===== config.mk =====
export PLATFORM = sky130hd
export DESIGN_NAME = rtc_bus_responder_flat
export DESIGN_NICKNAME = d
export VERILOG_FILES = /design/src/rtl/rtc_bus_responder_if.sv /design/src/rtl/rtc_bus_responder.sv /design/src/flat_wrapper.sv
export SDC_FILE = /design/constraint.sdc
export NUM_CORES = 1
export LEC_CHECK = 0
export CAP_MARGIN = 20
export CORE_ASPECT_RATIO = 0.9
export CORE_MARGIN = 5
export CORE_UTILIZATION = 40
export DETAILED_ROUTE_END_ITERATION = 12
export REMOVE_ABC_BUFFERS = 1
export SYNTH_ARGS = -nofsm -noshare
export SYNTH_HDL_FRONTEND = slang
export SYNTH_SLANG_ARGS = --single-unit
export TNS_END_PERCENT = 50

===== constraint.sdc =====
create_clock -name clk -period 7.8 [get_ports clk]
set_clock_uncertainty 0.2 [all_clocks]
set_input_delay 1.56 -clock clk [delete_from_list [all_inputs] [get_ports clk]]
set_output_delay 1.56 -clock clk [all_outputs]
set_load 0.05 [all_outputs]

===== src/rtl/rtc_bus_responder_if.sv =====
// Multiplexed address/data RTC bus between the RTC main controller (master)
// and the RTC chip model (slave).
interface rtc_bus_responder_if;
  logic       cs_n;
  logic       ad_sel;
  logic       wr_n;
  logic       rd_n;
  logic [7:0] ad_in;
  logic [7:0] ad_out;
  logic       ad_oe;
  logic       irq_n;

  modport master (
    output cs_n, ad_sel, wr_n, rd_n, ad_in,
    input  ad_out, ad_oe, irq_n
  );

  modport slave (
    input  cs_n, ad_sel, wr_n, rd_n, ad_in,
    output ad_out, ad_oe, irq_n
  );
endinterface


===== src/rtl/rtc_bus_responder.sv =====
// RTC chip model: registered bus decode, BCD time/date register file and tick divider.
// Optional countdown timer at 0x40-0x43 is built only when RTC_TIMER_EN is defined.
module rtc_bus_responder #(
  parameter int unsigned CLK_DIV = 100000000
) (
  input  logic               clk,
  input  logic               reset,
  rtc_bus_responder_if.slave bus
);
  localparam int unsigned CNT_W = $clog2(CLK_DIV);

  typedef enum logic [1:0] {IDLE, ADDR, WDATA, RDATA} state_e;

  state_e           state_q, state_d;
  logic             cs_n_q, ad_sel_q, wr_n_q, rd_n_q;
  logic [7:0]       ad_in_q;
  logic [7:0]       addr_q, addr_d;
  logic             ad_oe_q, ad_oe_d;
  logic [7:0]       ad_out_q, ad_out_d;
  logic [CNT_W-1:0] cnt_q, cnt_d;
  logic             pend_q, pend_d;
  logic [7:0]       sec_q, sec_d, min_q, min_d, hour_q, hour_d;
  logic [7:0]       day_q, day_d, mon_q, mon_d, year_q, year_d;
  logic             tick, step, inc, wr_commit;
  logic             c_sec, c_min, c_hour, c_day, c_mon;
  logic [8:0]       sec_inc, min_inc, hour_inc, day_inc, mon_inc, year_inc;
  logic [7:0]       month_len, rdata;
  logic [1:0]       leap_mod;
`ifdef RTC_TIMER_EN
  logic             run_q, run_d, irq_q, irq_d;
  logic [7:0]       tsec_q, tsec_d, tmin_q, tmin_d, thour_q, thour_d;
  logic [8:0]       tsec_dec, tmin_dec, thour_dec;
`endif

  // Returns {carry, next}; invalid BCD or at/above max wraps to min with carry.
  function automatic logic [8:0] bcd_inc(input logic [7:0] v, input logic [7:0] max_v,
                                         input logic [7:0] min_v);
    logic [8:0] r;
    if (v[3:0] > 4'd9 || v[7:4] > 4'd9 || v >= max_v) r = {1'b1, min_v};
    else if (v[3:0] == 4'd9)                         r = {1'b0, v[7:4] + 4'd1, 4'd0};
    else                                             r = {1'b0, v + 8'd1};
    return r;
  endfunction

  // NOTE: every always_comb assigns all of its outputs a default first, so no latch is inferred.
  always_comb begin : tick_div
    tick  = (cnt_q == CNT_W'(CLK_DIV - 1));
    cnt_d = tick ? '0 : cnt_q + 1'b1;
  end

  always_comb begin : bus_fsm
    state_d   = state_q;
    addr_d    = addr_q;
    ad_oe_d   = ad_oe_q;
    ad_out_d  = ad_out_q;
    wr_commit = 1'b0;
    if (cs_n_q) begin
      state_d  = IDLE;
      ad_oe_d  = 1'b0;
      ad_out_d = 8'h00;
    end else begin
      unique case (state_q)
        IDLE: begin
          // Write strobe wins when both strobes are low.
          if (!wr_n_q) state_d = ad_sel_q ? WDATA : ADDR;
          else if (!rd_n_q && ad_sel_q) begin
            state_d  = RDATA;
            ad_oe_d  = 1'b1;
            ad_out_d = rdata;
          end
        end
        ADDR: if (wr_n_q) begin
          addr_d  = ad_in_q;
          state_d = IDLE;
        end
        WDATA: if (wr_n_q) begin
          wr_commit = 1'b1;
          state_d   = IDLE;
        end
        RDATA: if (rd_n_q) begin
          state_d  = IDLE;
          ad_oe_d  = 1'b0;
          ad_out_d = 8'h00;
        end
        default: state_d = IDLE;
      endcase
    end
  end

  always_comb begin : time_chain
    // BCD year mod 4 == (2*tens + units) mod 4.
    leap_mod = {year_q[4], 1'b0} + year_q[1:0];
    case (mon_q)
      8'h02:                      month_len = (leap_mod == 2'd0) ? 8'h29 : 8'h28;
      8'h04, 8'h06, 8'h09, 8'h11: month_len = 8'h30;
      default:                    month_len = 8'h31;
    endcase
    sec_inc  = bcd_inc(sec_q,  8'h59, 8'h00);
    min_inc  = bcd_inc(min_q,  8'h59, 8'h00);
    hour_inc = bcd_inc(hour_q, 8'h23, 8'h00);
    day_inc  = bcd_inc(day_q,  month_len, 8'h01);
    mon_inc  = bcd_inc(mon_q,  8'h12, 8'h01);
    year_inc = bcd_inc(year_q, 8'h99, 8'h00);
    // A data write on a tick cycle wins; the whole increment slips one cycle.
    step   = tick | pend_q;
    inc    = step & ~wr_commit;
    pend_d = step & wr_commit;
    c_sec  = inc    & sec_inc[8];
    c_min  = c_sec  & min_inc[8];
    c_hour = c_min  & hour_inc[8];
    c_day  = c_hour & day_inc[8];
    c_mon  = c_day  & mon_inc[8];
    sec_d  = inc    ? sec_inc[7:0]  : sec_q;
    min_d  = c_sec  ? min_inc[7:0]  : min_q;
    hour_d = c_min  ? hour_inc[7:0] : hour_q;
    day_d  = c_hour ? day_inc[7:0]  : day_q;
    mon_d  = c_day  ? mon_inc[7:0]  : mon_q;
    year_d = c_mon  ? year_inc[7:0] : year_q;
    if (wr_commit) begin
      case (addr_q)
        8'h21:   sec_d  = ad_in_q;
        8'h22:   min_d  = ad_in_q;
        8'h23:   hour_d = ad_in_q;
        8'h24:   day_d  = ad_in_q;
        8'h25:   mon_d  = ad_in_q;
        8'h26:   year_d = ad_in_q;
        default: ;
      endcase
    end
  end

  always_comb begin : read_mux
    case (addr_q)
      8'h21:   rdata = sec_q;
      8'h22:   rdata = min_q;
      8'h23:   rdata = hour_q;
      8'h24:   rdata = day_q;
      8'h25:   rdata = mon_q;
      8'h26:   rdata = year_q;
`ifdef RTC_TIMER_EN
      8'h40:   rdata = {7'd0, run_q};
      8'h41:   rdata = tsec_q;
      8'h42:   rdata = tmin_q;
      8'h43:   rdata = thour_q;
`endif
      default: rdata = 8'h00;
    endcase
  end

  // NOTE: the register file is a few flops, not a RAM, so it takes the async reset like all other state.
  always_ff @(posedge clk or negedge reset) begin
    if (!reset) begin
      cs_n_q   <= 1'b1;
      ad_sel_q <= 1'b0;
      wr_n_q   <= 1'b1;
      rd_n_q   <= 1'b1;
      ad_in_q  <= 8'h00;
      state_q  <= IDLE;
      addr_q   <= 8'h00;
      ad_oe_q  <= 1'b0;
      ad_out_q <= 8'h00;
      cnt_q    <= '0;
      pend_q   <= 1'b0;
      sec_q    <= 8'h00;
      min_q    <= 8'h00;
      hour_q   <= 8'h00;
      day_q    <= 8'h01;
      mon_q    <= 8'h01;
      year_q   <= 8'h00;
    end else begin
      cs_n_q   <= bus.cs_n;
      ad_sel_q <= bus.ad_sel;
      wr_n_q   <= bus.wr_n;
      rd_n_q   <= bus.rd_n;
      ad_in_q  <= bus.ad_in;
      state_q  <= state_d;
      addr_q   <= addr_d;
      ad_oe_q  <= ad_oe_d;
      ad_out_q <= ad_out_d;
      cnt_q    <= cnt_d;
      pend_q   <= pend_d;
      sec_q    <= sec_d;
      min_q    <= min_d;
      hour_q   <= hour_d;
      day_q    <= day_d;
      mon_q    <= mon_d;
      year_q   <= year_d;
    end
  end

  assign bus.ad_out = ad_out_q;
  assign bus.ad_oe  = ad_oe_q;

`ifdef RTC_TIMER_EN
  // Returns {borrow, next}; 00 borrows to max, invalid BCD reloads max.
  function automatic logic [8:0] bcd_dec(input logic [7:0] v, input logic [7:0] max_v);
    logic [8:0] r;
    if (v == 8'h00)                                        r = {1'b1, max_v};
    else if (v[3:0] > 4'd9 || v[7:4] > 4'd9 || v > max_v) r = {1'b0, max_v};
    else if (v[3:0] == 4'd0)                               r = {1'b0, v[7:4] - 4'd1, 4'd9};
    else                                                   r = {1'b0, v - 8'd1};
    return r;
  endfunction

  always_comb begin : countdown
    run_d     = run_q;
    irq_d     = irq_q;
    tsec_d    = tsec_q;
    tmin_d    = tmin_q;
    thour_d   = thour_q;
    tsec_dec  = bcd_dec(tsec_q,  8'h59);
    tmin_dec  = bcd_dec(tmin_q,  8'h59);
    thour_dec = bcd_dec(thour_q, 8'h23);
    if (inc && run_q) begin
      if ({thour_q, tmin_q, tsec_q} != 24'h0) begin
        tsec_d = tsec_dec[7:0];
        if (tsec_dec[8]) tmin_d = tmin_dec[7:0];
        if (tsec_dec[8] && tmin_dec[8]) thour_d = thour_dec[7:0];
      end
      if ({thour_d, tmin_d, tsec_d} == 24'h0) begin
        run_d = 1'b0;
        irq_d = 1'b1;
      end
    end
    if (wr_commit) begin
      case (addr_q)
        8'h40: begin
          run_d = ad_in_q[0];
          irq_d = 1'b0;
        end
        8'h41:   tsec_d  = ad_in_q;
        8'h42:   tmin_d  = ad_in_q;
        8'h43:   thour_d = ad_in_q;
        default: ;
      endcase
    end
  end

  always_ff @(posedge clk or negedge reset) begin
    if (!reset) begin
      run_q   <= 1'b0;
      irq_q   <= 1'b0;
      tsec_q  <= 8'h00;
      tmin_q  <= 8'h00;
      thour_q <= 8'h00;
    end else begin
      run_q   <= run_d;
      irq_q   <= irq_d;
      tsec_q  <= tsec_d;
      tmin_q  <= tmin_d;
      thour_q <= thour_d;
    end
  end

  assign bus.irq_n = ~irq_q;
`else
  assign bus.irq_n = 1'b1;
`endif
endmodule


===== src/flat_wrapper.sv =====
// flat-port wrapper written by rule: the top's interface ports become plain ports
module rtc_bus_responder_flat 
#(
  parameter int unsigned CLK_DIV = 100000000
)
  (clk, reset, bus_cs_n, bus_ad_sel, bus_wr_n, bus_rd_n, bus_ad_in, bus_ad_out, bus_ad_oe, bus_irq_n);
  rtc_bus_responder_if bus_i ();
  input  logic clk;
  input  logic reset;
  input wire logic [$bits(bus_i.cs_n)-1:0] bus_cs_n;
  input wire logic [$bits(bus_i.ad_sel)-1:0] bus_ad_sel;
  input wire logic [$bits(bus_i.wr_n)-1:0] bus_wr_n;
  input wire logic [$bits(bus_i.rd_n)-1:0] bus_rd_n;
  input wire logic [$bits(bus_i.ad_in)-1:0] bus_ad_in;
  output wire logic [$bits(bus_i.ad_out)-1:0] bus_ad_out;
  output wire logic [$bits(bus_i.ad_oe)-1:0] bus_ad_oe;
  output wire logic [$bits(bus_i.irq_n)-1:0] bus_irq_n;
  assign bus_i.cs_n = bus_cs_n;
  assign bus_i.ad_sel = bus_ad_sel;
  assign bus_i.wr_n = bus_wr_n;
  assign bus_i.rd_n = bus_rd_n;
  assign bus_i.ad_in = bus_ad_in;
  assign bus_ad_out = bus_i.ad_out;
  assign bus_ad_oe = bus_i.ad_oe;
  assign bus_irq_n = bus_i.irq_n;
  rtc_bus_responder #(.CLK_DIV(CLK_DIV)) u_core (.clk(clk), .reset(reset), .bus(bus_i));
endmodule

# == After elaboration in Yosys (flattened, before gate mapping) ==
# Index checks and enable logic that the tools add are counted.
# op_classes
reduce_logical,22
bitwise_logic,10
mux,54
n_eq_ne,26
addsub,14
order_cmp,18
# op_table
operator,count
two-way mux 8 bit,29
"adder 8 x 1 -> 8 bit, second input constant",6
"== test 8 x 6 -> 1 bit, second input constant",6
"> comparator 4 bit, second input constant",12
one-hot mux 8 bit (6 select lines),1
two-way mux 9 bit,5
one-hot mux 8 bit (2 select lines),2
"adder 27 x 1 -> 27 bit, second input constant",1
"== test 27 bit, second input constant",1
two-way mux 27 bit,1
"adder 4 x 1 -> 4 bit, second input constant",6
"== test 4 bit, second input constant",6
"== test 8 x 3 -> 1 bit, second input constant",2
"greater-or-equal comparator 8 x 7 -> 1 bit, second input constant",2
logical OR 1 bit,12
two-way mux 2 bit,6
"!= test 3 x 1 -> 1 bit, second input constant",4
"== test 8 x 2 -> 1 bit, second input constant",1
"== test 8 x 4 -> 1 bit, second input constant",1
"== test 8 x 5 -> 1 bit, second input constant",1
"greater-or-equal comparator 8 x 5 -> 1 bit, second input constant",1
"greater-or-equal comparator 8 x 6 -> 1 bit, second input constant",1
greater-or-equal comparator 8 bit,1
"greater-or-equal comparator 8 bit, second input constant",1
18 further kinds,35
# word_totals
ff_bits,107
out_inout_bits,10
inputBits,14

# == Depth between registers and ports, before layout ==
# Gate-level depths: netlist of the first run.
# logic_depth
ltp_word,13
ltp_mapped,13
depth_no_buf,12

# == Worst setup path before layout of the first run ==
# No wires, ideal clock.
# synth_timing
path_kind,reg2reg
start,register u_core.mon_q[4]
end,register u_core.day_q[1]
setup_time_ps,80
arrival_ps,2797
path_slack_ps,4723
stages_incl_launch_ff,13
synth_period_minus_slack_ps,3077
cell_sequence,dfrtp_1 inv_1 ha_1 nor3b_1 a32oi_1 o32a_1 ha_1 nor4b_1 o31ai_1 and2_1 or4_1 o21ai_0 a2bb2oi_1
# synth_via
elab_chain_len,9
elab_cells_between_ends,13
# synth_rtl
item,line_no,source
"start, declared",rtc_bus_responder.sv:23,"logic [7:0] day_q, day_d, mon_q, mon_d, year_q, year_d;"
"start signal, assigned",rtc_bus_responder.sv:186,mon_q <= mon_d;
== test 8 x 3 -> 1 bit (tied with other cells),rtc_bus_responder.sv:93,case (mon_q)
OR reduction 4 bit,rtc_bus_responder.sv:93,
one-hot mux 8 bit (2 select lines) *,rtc_bus_responder.sv:93,
greater-or-equal comparator 8 bit *,rtc_bus_responder.sv:39,"if (v[3:0] > 4'd9 || v[7:4] > 4'd9 || v >= max_v) r = {1'b1, min_v};"
logical OR 1 bit *,rtc_bus_responder.sv:39,
two-way mux 9 bit *,rtc_bus_responder.sv:39,
two-way mux 8 bit *,rtc_bus_responder.sv:116,day_d = c_hour ? day_inc[7:0] : day_q;
two-way mux 8 bit,rtc_bus_responder.sv:120,case (addr_q)
two-way mux 8 bit *,rtc_bus_responder.sv:119,if (wr_commit) begin
named net u_core.day_d[1],rtc_bus_responder.sv:23,
"end signal, assigned",rtc_bus_responder.sv:185,day_q <= day_d;
"end, declared",rtc_bus_responder.sv:23,
# The timed path passes the listed nets; every way through them passes the cells marked *.
# A chain may end at the register's enable or synchronous reset.

# == Worst setup path after layout of the first run ==
# layout_timing
start,register u_core.mon_q[4]
end,register u_core.year_q[3]
# layout_via
elab_chain_len,11
elab_cells_between_ends,20
# layout_rtl
item,line_no,source
== test 8 x 3 -> 1 bit (tied with other cells),rtc_bus_responder.sv:93,
OR reduction 4 bit,rtc_bus_responder.sv:93,
one-hot mux 8 bit (2 select lines),rtc_bus_responder.sv:93,
greater-or-equal comparator 8 bit,rtc_bus_responder.sv:39,
logical OR 1 bit,rtc_bus_responder.sv:39,
two-way mux 9 bit,rtc_bus_responder.sv:39,
AND 1 bit,rtc_bus_responder.sv:111,c_day = c_hour & day_inc[8];
AND 1 bit *,rtc_bus_responder.sv:112,c_mon = c_day & mon_inc[8];
two-way mux 8 bit *,rtc_bus_responder.sv:118,year_d = c_mon ? year_inc[7:0] : year_q;
two-way mux 8 bit,rtc_bus_responder.sv:120,
two-way mux 8 bit *,rtc_bus_responder.sv:119,
named net u_core.year_d[3],rtc_bus_responder.sv:23,
"end signal, assigned",rtc_bus_responder.sv:187,year_q <= year_d;
"end, declared",rtc_bus_responder.sv:23,
# Marks and branches as above.

==> summary.md, run 1 <==
| Metric | Value |
|---|---|
| DR vias/cell | 6.002 |
| WS Path Type | flip-flop to flip-flop |
| Ys async rst share | 100.0% |
| Worst r2r src | u_core.mon_q[4] |
| RSZ-0062 raised after global routing | false |
| Fin crit period | 3608 ps |
| Most instantiated cells after synthesis | 102 x dfrtp_1, 86 x nand2_1, 60 x nor2_1, 44 x o21ai_0, 36 x a21oi_1 |
| Die extent in x | 144.4 um |
| DR WL met2 | 8302 um |
| Cell Area, Placed | 6857 um^2 |
| Fill cell count | 1,539 |
| DR WL/cell | 19.04 um |
| Clock root cell | clkbuf_16 |
| IO buf count | 22 |
| Final setup fails | 0 |
| Hold WC Path Type | flip-flop to flip-flop |
| Fin area | 7143 um^2 |
| Sum of buffers and inverters on the critical path | 1 |
| Die H | 130.9 um |
| Hold WS | 285.5 ps |
| Ys flop type | dfrtp_1 |
| RR Endpoint | u_core.year_q[3] |
| Synth warn | 0 |
| CTS Hold Buffers Added | 0 |
| Initial antenna violation count | 0 |
| Ant diodes | 0 |
| Final Slew Violations | 0 |
| TritonCTS buffer count | 9 |
| Switch Pwr | 374.6 uW |
| Count of cell types in the netlist | 75 |
| Post-Route WL | 17,800 um |
| CP required | 7910 ps |
| Post-route ant nets | 0 |
| Placer congestion estimate | 0.9467 |
| Largest fanout on the critical path | 13 |
| Maximum vdd drop | 0.1935 mV |
| Clk buf depth | 2 |
| Core area | 16,020 um^2 |
| Clock Pin Slew Worst Setup and Hold Paths | 80 ps |
| Clock share of power | 35.8% |
| Actual slew at the worst max-slew pin | 1064 ps |
| Slew HR | 28.53% |
| Sw Share | 29.73% |
| Initial DRT Pass Iterations | 5 |
| Congestion Overflow GR | 0 |
| Worst Reg-to-Reg Cells | 12 |
| Post-CTS setup buffer count | 0 |
| R2R setup slack | 4190 ps |
| Post-synth EDFFs | 0 |
| PD cells | 176.4 nW/um^2 |
| Outcome | complete, no violations |
| DR top layer | met4 |
| Syn Inst Count | 725 |
| Vias | 5,612 |
| CTS tree | built |
| Leakage Power | 0.003031 uW |
| CP endpoint kind | flip-flop |
| Rows | 44 |
| CTS H-tree lvls | 3 |
| Slowest cell on crit path | nor4_4 |
| Met3 wire len | 1204 um |
| Worst skew pair latency | 370 ps |
| DP HPWL | 12,460 um |
| TNS Setup | 0 ps |
| Die Area | 18,900 um^2 |
| F_max | 0.2772 GHz |
| Clk sinks | 107 |
| Max incr delay on CP | 660 ps |
| Final core occ | 44.59% |
| DRT met1 WL | 7883 um |
| Count leader, synth | dfrtp_1 |
| DR iter-0 viols | 566 |
| Final Hold Vio Count | 0 |
| Share of post-route cells with drive strength above 1 | 7.830% |
| Worst path top cell family by delay | simple AND/OR/NAND/NOR gates |
| Yosys reg bits | 107 |
| Gate power share | 11.6% |
| Sequential power share | 52.6% |
| Number of I/O pins | 24 |
| Pwr Total | 1260 uW |
| Initial core utilization | 40.57% |
| Hold path depth | 2 |
| Avg Cell Area, Syn | 8.964 um^2 |
| Post-synth top area cell | dfrtp_1 |
| Vias in the first global route | 5,490 |
| Sink of the worst hold path | u_core.bus.ad_out[4] |
| Internal | 885.3 uW |
| Cell Chain, Critical Path | inv_1 -> ha_1 -> nor3b_1 -> a32oi_1 -> o32a_1 -> ha_1 -> nor4b_1 -> o31ai_1 -> nand2_1 -> nor4_4 -> nor4b_1 -> a221o_1 |
| Period Utilization, post-route | 46.25% |
| Synth top area share | 39.28% |
| Layout Nets | 762 |
| Max-cap viol count | 0 |
| Wire length of the first global-routing pass | 29,160 um |
| Gr usage total | 19.68% |
| Largest net degree at the start of global routing | 60 |
| Seq/Total Area, Yosys | 41.30% |
| HP Start | u_core.bus.ad_out[4] |
| Drc violations | 0 |
| CP arrival | 3710 ps |
| Cts repair resizes | 0 |
| Largest cells by area after synthesis | dfrtp_1 39%, nand2_1 5.0%, ha_1 4.8%, nor2_1 3.5%, o21ai_0 3.4% |
| Post-Syn Area | 6499 um^2 |
| Worst setup SP type | flip-flop |
| Area Growth Syn to Fin | 9.915% |
[cell families after synthesis]
kind of cell	Yosys count	synth area share [%]
adder cells (fa/ha/maj)	25	4.813
multiplexers	30	4.852
XOR/XNOR	31	4.178
other	1	0.05770
AND/OR/NAND/NOR	285	22.37
flip-flops	107	41.30
AO/OA/AOI/OAI	179	18.35
buffers and inverters	67	4.082
[layout by cell type (no fill, tap or decap), drive strengths merged, types with 12 or more instances in the layout]
| cell | n |
|---|---|
| and3 | 14 |
| xnor2 | 19 |
| inv | 30 |
| clkdlybuf4s50 | 21 |
| dfrtp | 102 |
| mux2i | 18 |
| nor2 | 60 |
| o21ai | 44 |
| mux2 | 12 |
| ha | 25 |
| a31oi | 13 |
| nand3 | 26 |
| o31ai | 14 |
| nand4 | 12 |
| a21oi | 36 |
| o22ai | 14 |
| nand2 | 87 |
| xor2 | 12 |
| nor3 | 22 |
[state kept, by name, indices dropped and copies added, names as in the netlist, 2 cells and up]
name               flops
u_core.ad_in_q         8
u_core.addr_q          8
u_core.bus.ad_out      8
u_core.cnt_q          27
u_core.day_q           8
u_core.hour_q          8
u_core.min_q           8
u_core.mon_q           8
u_core.sec_q           8
u_core.state_q         2
u_core.year_q          8
[worst max path at each step]
| stage | to | slack (ps) | from | cells past startpoint |
|---|---|---|---|---|
| floorplan | u_core.mon_q[2] | 4090 | u_core.cnt_q[8] | 6 |
| global placement | u_core.year_q[3] | 4270 | u_core.mon_q[4] | 12 |
| detailed placement | u_core.year_q[1] | 4220 | u_core.mon_q[4] | 12 |
| CTS | u_core.year_q[1] | 4210 | u_core.mon_q[4] | 12 |
| global route | u_core.year_q[3] | 3840 | u_core.mon_q[4] | 12 |
| finish | u_core.year_q[3] | 4190 | u_core.mon_q[4] | 12 |
[through the flow]
step           setup slack (ps)  std cells
2_1_floorplan              4090        684
3_3_place_gp               4272        918
3_5_place_dp               4221        918
4_1_cts                    4213        934
5_1_grt                    3835        935
6_report                   4192        935
[routing by layer]
layer  up-vias  global-route usage (%)
met2       226                   31.52
met1      2718                   27.15
met5         -                       0
li1       2628                       -
met4         0                   5.869
met3        40                   3.857
[power groups by stage]
stage,logic [uW],registers [uW],clock network (uW)
detailed placement,147,672,0
CTS,148,661,463
global route,163,669,478
finish,147,663,451
global placement,142,667,0
floorplan,101,650,0
[tightest hold or removal path, cell delays in order (launching register included)]
cell and delay [ps]:
dfrtp_1 350, nand2_1 50, o21ai_0 60
[area by class of cell]
type	instances	area (um^2)	area share (%)
clock buffer	9	225.2	3.153
clock inverter	7	56.30	0.7882
inverter	26	97.59	1.366
multi-input combinational	551	3561	49.85
sequential	107	2684	37.57
tap	207	259.0	3.626
timing repair buffer	28	260.3	3.643
No activity file was read; power rests on OpenSTA's default activity.
==> inputs of run 2 (changes only) <==
==> constraint.sdc (replaced) <==
create_clock -name clk -period 3.4 [get_ports clk]
set_clock_uncertainty 0.2 [all_clocks]
set_input_delay 0.68 -clock clk [delete_from_list [all_inputs] [get_ports clk]]
set_output_delay 0.68 -clock clk [all_outputs]
set_load 0.05 [all_outputs]
==> run 2 against run 1 <==
Compared with the run above:
- via count up 1.9%
- clock power up 130%
- largest power group unchanged
- global-route usage down 0.11 points
- fmax up 11%
- wire length about the same
- non-clock buffer count up 23
- critical path type unchanged
- setup slack worse by 4000 ps
- first-iteration DRC count down 31%
- combinational power rose to 2.7 times the previous value
==> summary.md, run 2 (synthesis results as in run 1) <==
| Metric | Value |
|---|---|
| Initial DRT Pass Iterations | 5 (unchanged) |
| Maximum vdd drop | 0.3260 mV (was 0.1935 mV) |
| Worst Reg-to-Reg Cells | 12 (unchanged) |
| Final setup fails | 0 (unchanged) |
| Congestion Overflow GR | 0 (unchanged) |
| Fin crit period | 3255 ps (was 3608 ps) |
| Vias | 5,720 (was 5,612) |
| Actual slew at the worst max-slew pin | 695.5 ps (was 1064 ps) |
| TNS Setup | 0 ps (unchanged) |
| Post-Route WL | 17,800 um (about the same) |
| Reg with most FFs | u_core.cnt_q (unchanged) |
| CTS tree | built (unchanged) |
| CP required | 3490 ps (was 7910 ps) |
| Wire length of the first global-routing pass | 29,100 um (was 29,160 um) |
| Most frequent cells in the layout | 101 x dfrtp_1, 86 x nand2_1, 60 x nor2_1, 44 x o21ai_0, 36 x a21oi_1 (was 102 x dfrtp_1, 86 x nand2_1, 60 x nor2_1, 44 x o21ai_0, 36 x a21oi_1) |
| Drc violations | 0 (unchanged) |
| Leakage Power | 0.003166 uW (was 0.003031 uW) |
| Met1 Track Usage GR | 26.21% (was 27.15%) |
| Gr usage total | 19.57% (was 19.68%) |
| CP arrival | 3340 ps (was 3710 ps) |
| DR iter-0 viols | 389 (was 566) |
| Number of I/O pins | 24 (unchanged) |
| WS Path Type | flip-flop to flip-flop (unchanged) |
| R2R setup slack | 140 ps (was 4190 ps) |
| IO buf count | 22 (unchanged) |
| Layout Nets | 785 (was 762) |
| Final Slew Violations | 0 (unchanged) |
| Clock root cell | clkbuf_16 (unchanged) |
| Vias in the first global route | 5,575 (was 5,490) |
| Max incr delay on CP | 460 ps (was 660 ps) |
| CTS Hold Buffers Added | 0 (unchanged) |
| Core area | 16,020 um^2 (unchanged) |
| Die Area | 18,900 um^2 (unchanged) |
| Period Utilization, post-route | 95.74% (was 46.25%) |
| CP endpoint kind | flip-flop (unchanged) |
| RR Endpoint | u_core.day_q[1] (was u_core.year_q[3]) |
| Outcome | complete, no violations (unchanged) |
| CP Capture Point | u_core.day_q[1] (was u_core.year_q[3]) |
| TritonCTS buffer count | 9 (unchanged) |
| Die H | 130.9 um (unchanged) |
| Slew HR | 53.64% (was 28.53%) |
| Rows | 44 (unchanged) |
| Worst path most repeated cell | ha_1 |
| Max reg flops | 27 (unchanged) |
| Worst r2r src | u_core.mon_q[4] (unchanged) |
| DR WL/cell | 18.58 um (was 19.04 um) |
| CTS H-tree lvls | 3 (unchanged) |
| Die extent in x | 144.4 um (unchanged) |
| Crit path launch | u_core.mon_q[4] (unchanged) |
| Worst skew pair latency | 370 ps (about the same) |
| Busiest layer in global routing | met2 (unchanged) |
| PD cells | 394.3 nW/um^2 (was 176.4 nW/um^2) |
| Largest net degree at the start of global routing | 53 (was 60) |
| Fin area | 7375 um^2 (was 7143 um^2) |
| DP HPWL | 12,660 um (was 12,460 um) |
| Slowest cell on crit path | or4_1 (was nor4_4) |
| Initial antenna violation count | 0 (unchanged) |
| Share of post-route cells with drive strength above 1 | 11.19% (was 7.830%) |
| Post-route ant nets | 0 (unchanged) |
| Area Growth Syn to Fin | 13.48% (was 9.915%) |
| Clock Pin Slew Worst Setup and Hold Paths | 80 ps (about the same) |
| Clk buf depth | 2 (unchanged) |
| Hold WS | 100.7 ps (was 285.5 ps) |
| Leading cell type in the layout, fill and taps excluded | dfrtp_1 (unchanged) |
| Final Hold Vio Count | 0 (unchanged) |
| Met2 Usage GRT | 30.73% (was 31.52%) |
| DR vias/cell | 5.971 (was 6.002) |
| F_max | 0.3072 GHz (was 0.2772 GHz) |
| GR Util met3 | 5.459% (was 3.857%) |
| Cell Chain, Critical Path | inv_1 -> ha_1 -> mux2_2 -> a32oi_2 -> o32a_1 -> ha_1 -> nor4b_2 -> o31ai_1 -> and2_1 -> or4_1 -> o21ai_0 -> a2bb2oi_1 (was inv_1 -> ha_1 -> nor3b_1 -> a32oi_1 -> o32a_1 -> ha_1 -> nor4b_1 -> o31ai_1 -> nand2_1 -> nor4_4 -> nor4b_1 -> a221o_1) |
| Worst setup SP type | flip-flop (unchanged) |
| Placer congestion estimate | 0.9271 (was 0.9467) |
| Largest fanout on the critical path | 8 (was 13) |
| Inst Count DP | 940 (was 918) |
| Clk sinks | 107 (unchanged) |
| Max-cap viol count | 0 (unchanged) |
| Cell Area, Placed | 7047 um^2 (was 6857 um^2) |
| Fin cells | 958 (was 935) |
| Hold WC Path Type | input pin to async pin (was flip-flop to flip-flop) |
| Initial core utilization | 40.57% (unchanged) |
| Ant diodes | 0 (unchanged) |
==> run 2: what timing repair did <==
action / CTS / global route
setup buffers: 0 / 2
endpoints found under the setup margin: 0 / 20
gates resized for setup: 0 / 5
==> run 2: metal layers <==
layer	routed length (um)	part of all wire [%]
met2	8263	46
met1	7925	45
met4	443	2.5
met3	1164	6.5
met5	0	0
==> run 2: cell type report <==
class	count	area, um^2
clock buffers	10	239.0
well taps	207	259.0
inverters	26	97.59
fillers	1488	8646
flip-flops and latches	107	2685
multi-input cells	551	3586
repair buffers	51	460.4
clock inverters	6	47.55
==> run 2: worst max-delay path: cells and delay by family (launching register included) <==
kind	cells	cell delay, ps
adders and majority gates	2	450
DFF	1	430
muxes	1	280
AOI/OAI and AO/OA	5	820
buffers and inverters	1	70
and+or+nand+nor	3	940
==> run 2: worst min path at each step <==
stage	from	to	slack [ps]	cells past startpoint
floorplan	reset	u_core.ad_in_q[0]	180	0
global placement	u_core.cnt_q[0]	u_core.cnt_q[0]	270	1
detailed placement	u_core.bus.ad_out[0]	u_core.bus.ad_out[0]	280	2
CTS	reset	u_core.state_q[0]	120	1
global route	reset	u_core.ad_sel_q	140	1
finish	reset	u_core.bus.ad_out[1]	100	1
==> run 2: through the flow <==
step | worst slack [ps] | power (uW) | utilization, %
2_1_floorplan | -309.7 | 1723 | -
3_3_place_gp | 108.3 | 1874 | 43.99
3_5_place_dp | 89.45 | 1893 | 43.99
4_1_cts | 38.12 | 2932 | 45.77
5_1_grt | -7.163 | 3044 | 46.03
6_report | 144.7 | 2908 | 46.03
==> run 2: report_power, final <==
group | leakage [uW] | internal [uW] | switching [uW] | total (uW)
Clock | 0.000145 | 525 | 507 | 1030
Sequential | 0.00142 | 1350 | 135 | 1480
Combinational | 0.00160 | 188 | 202 | 390
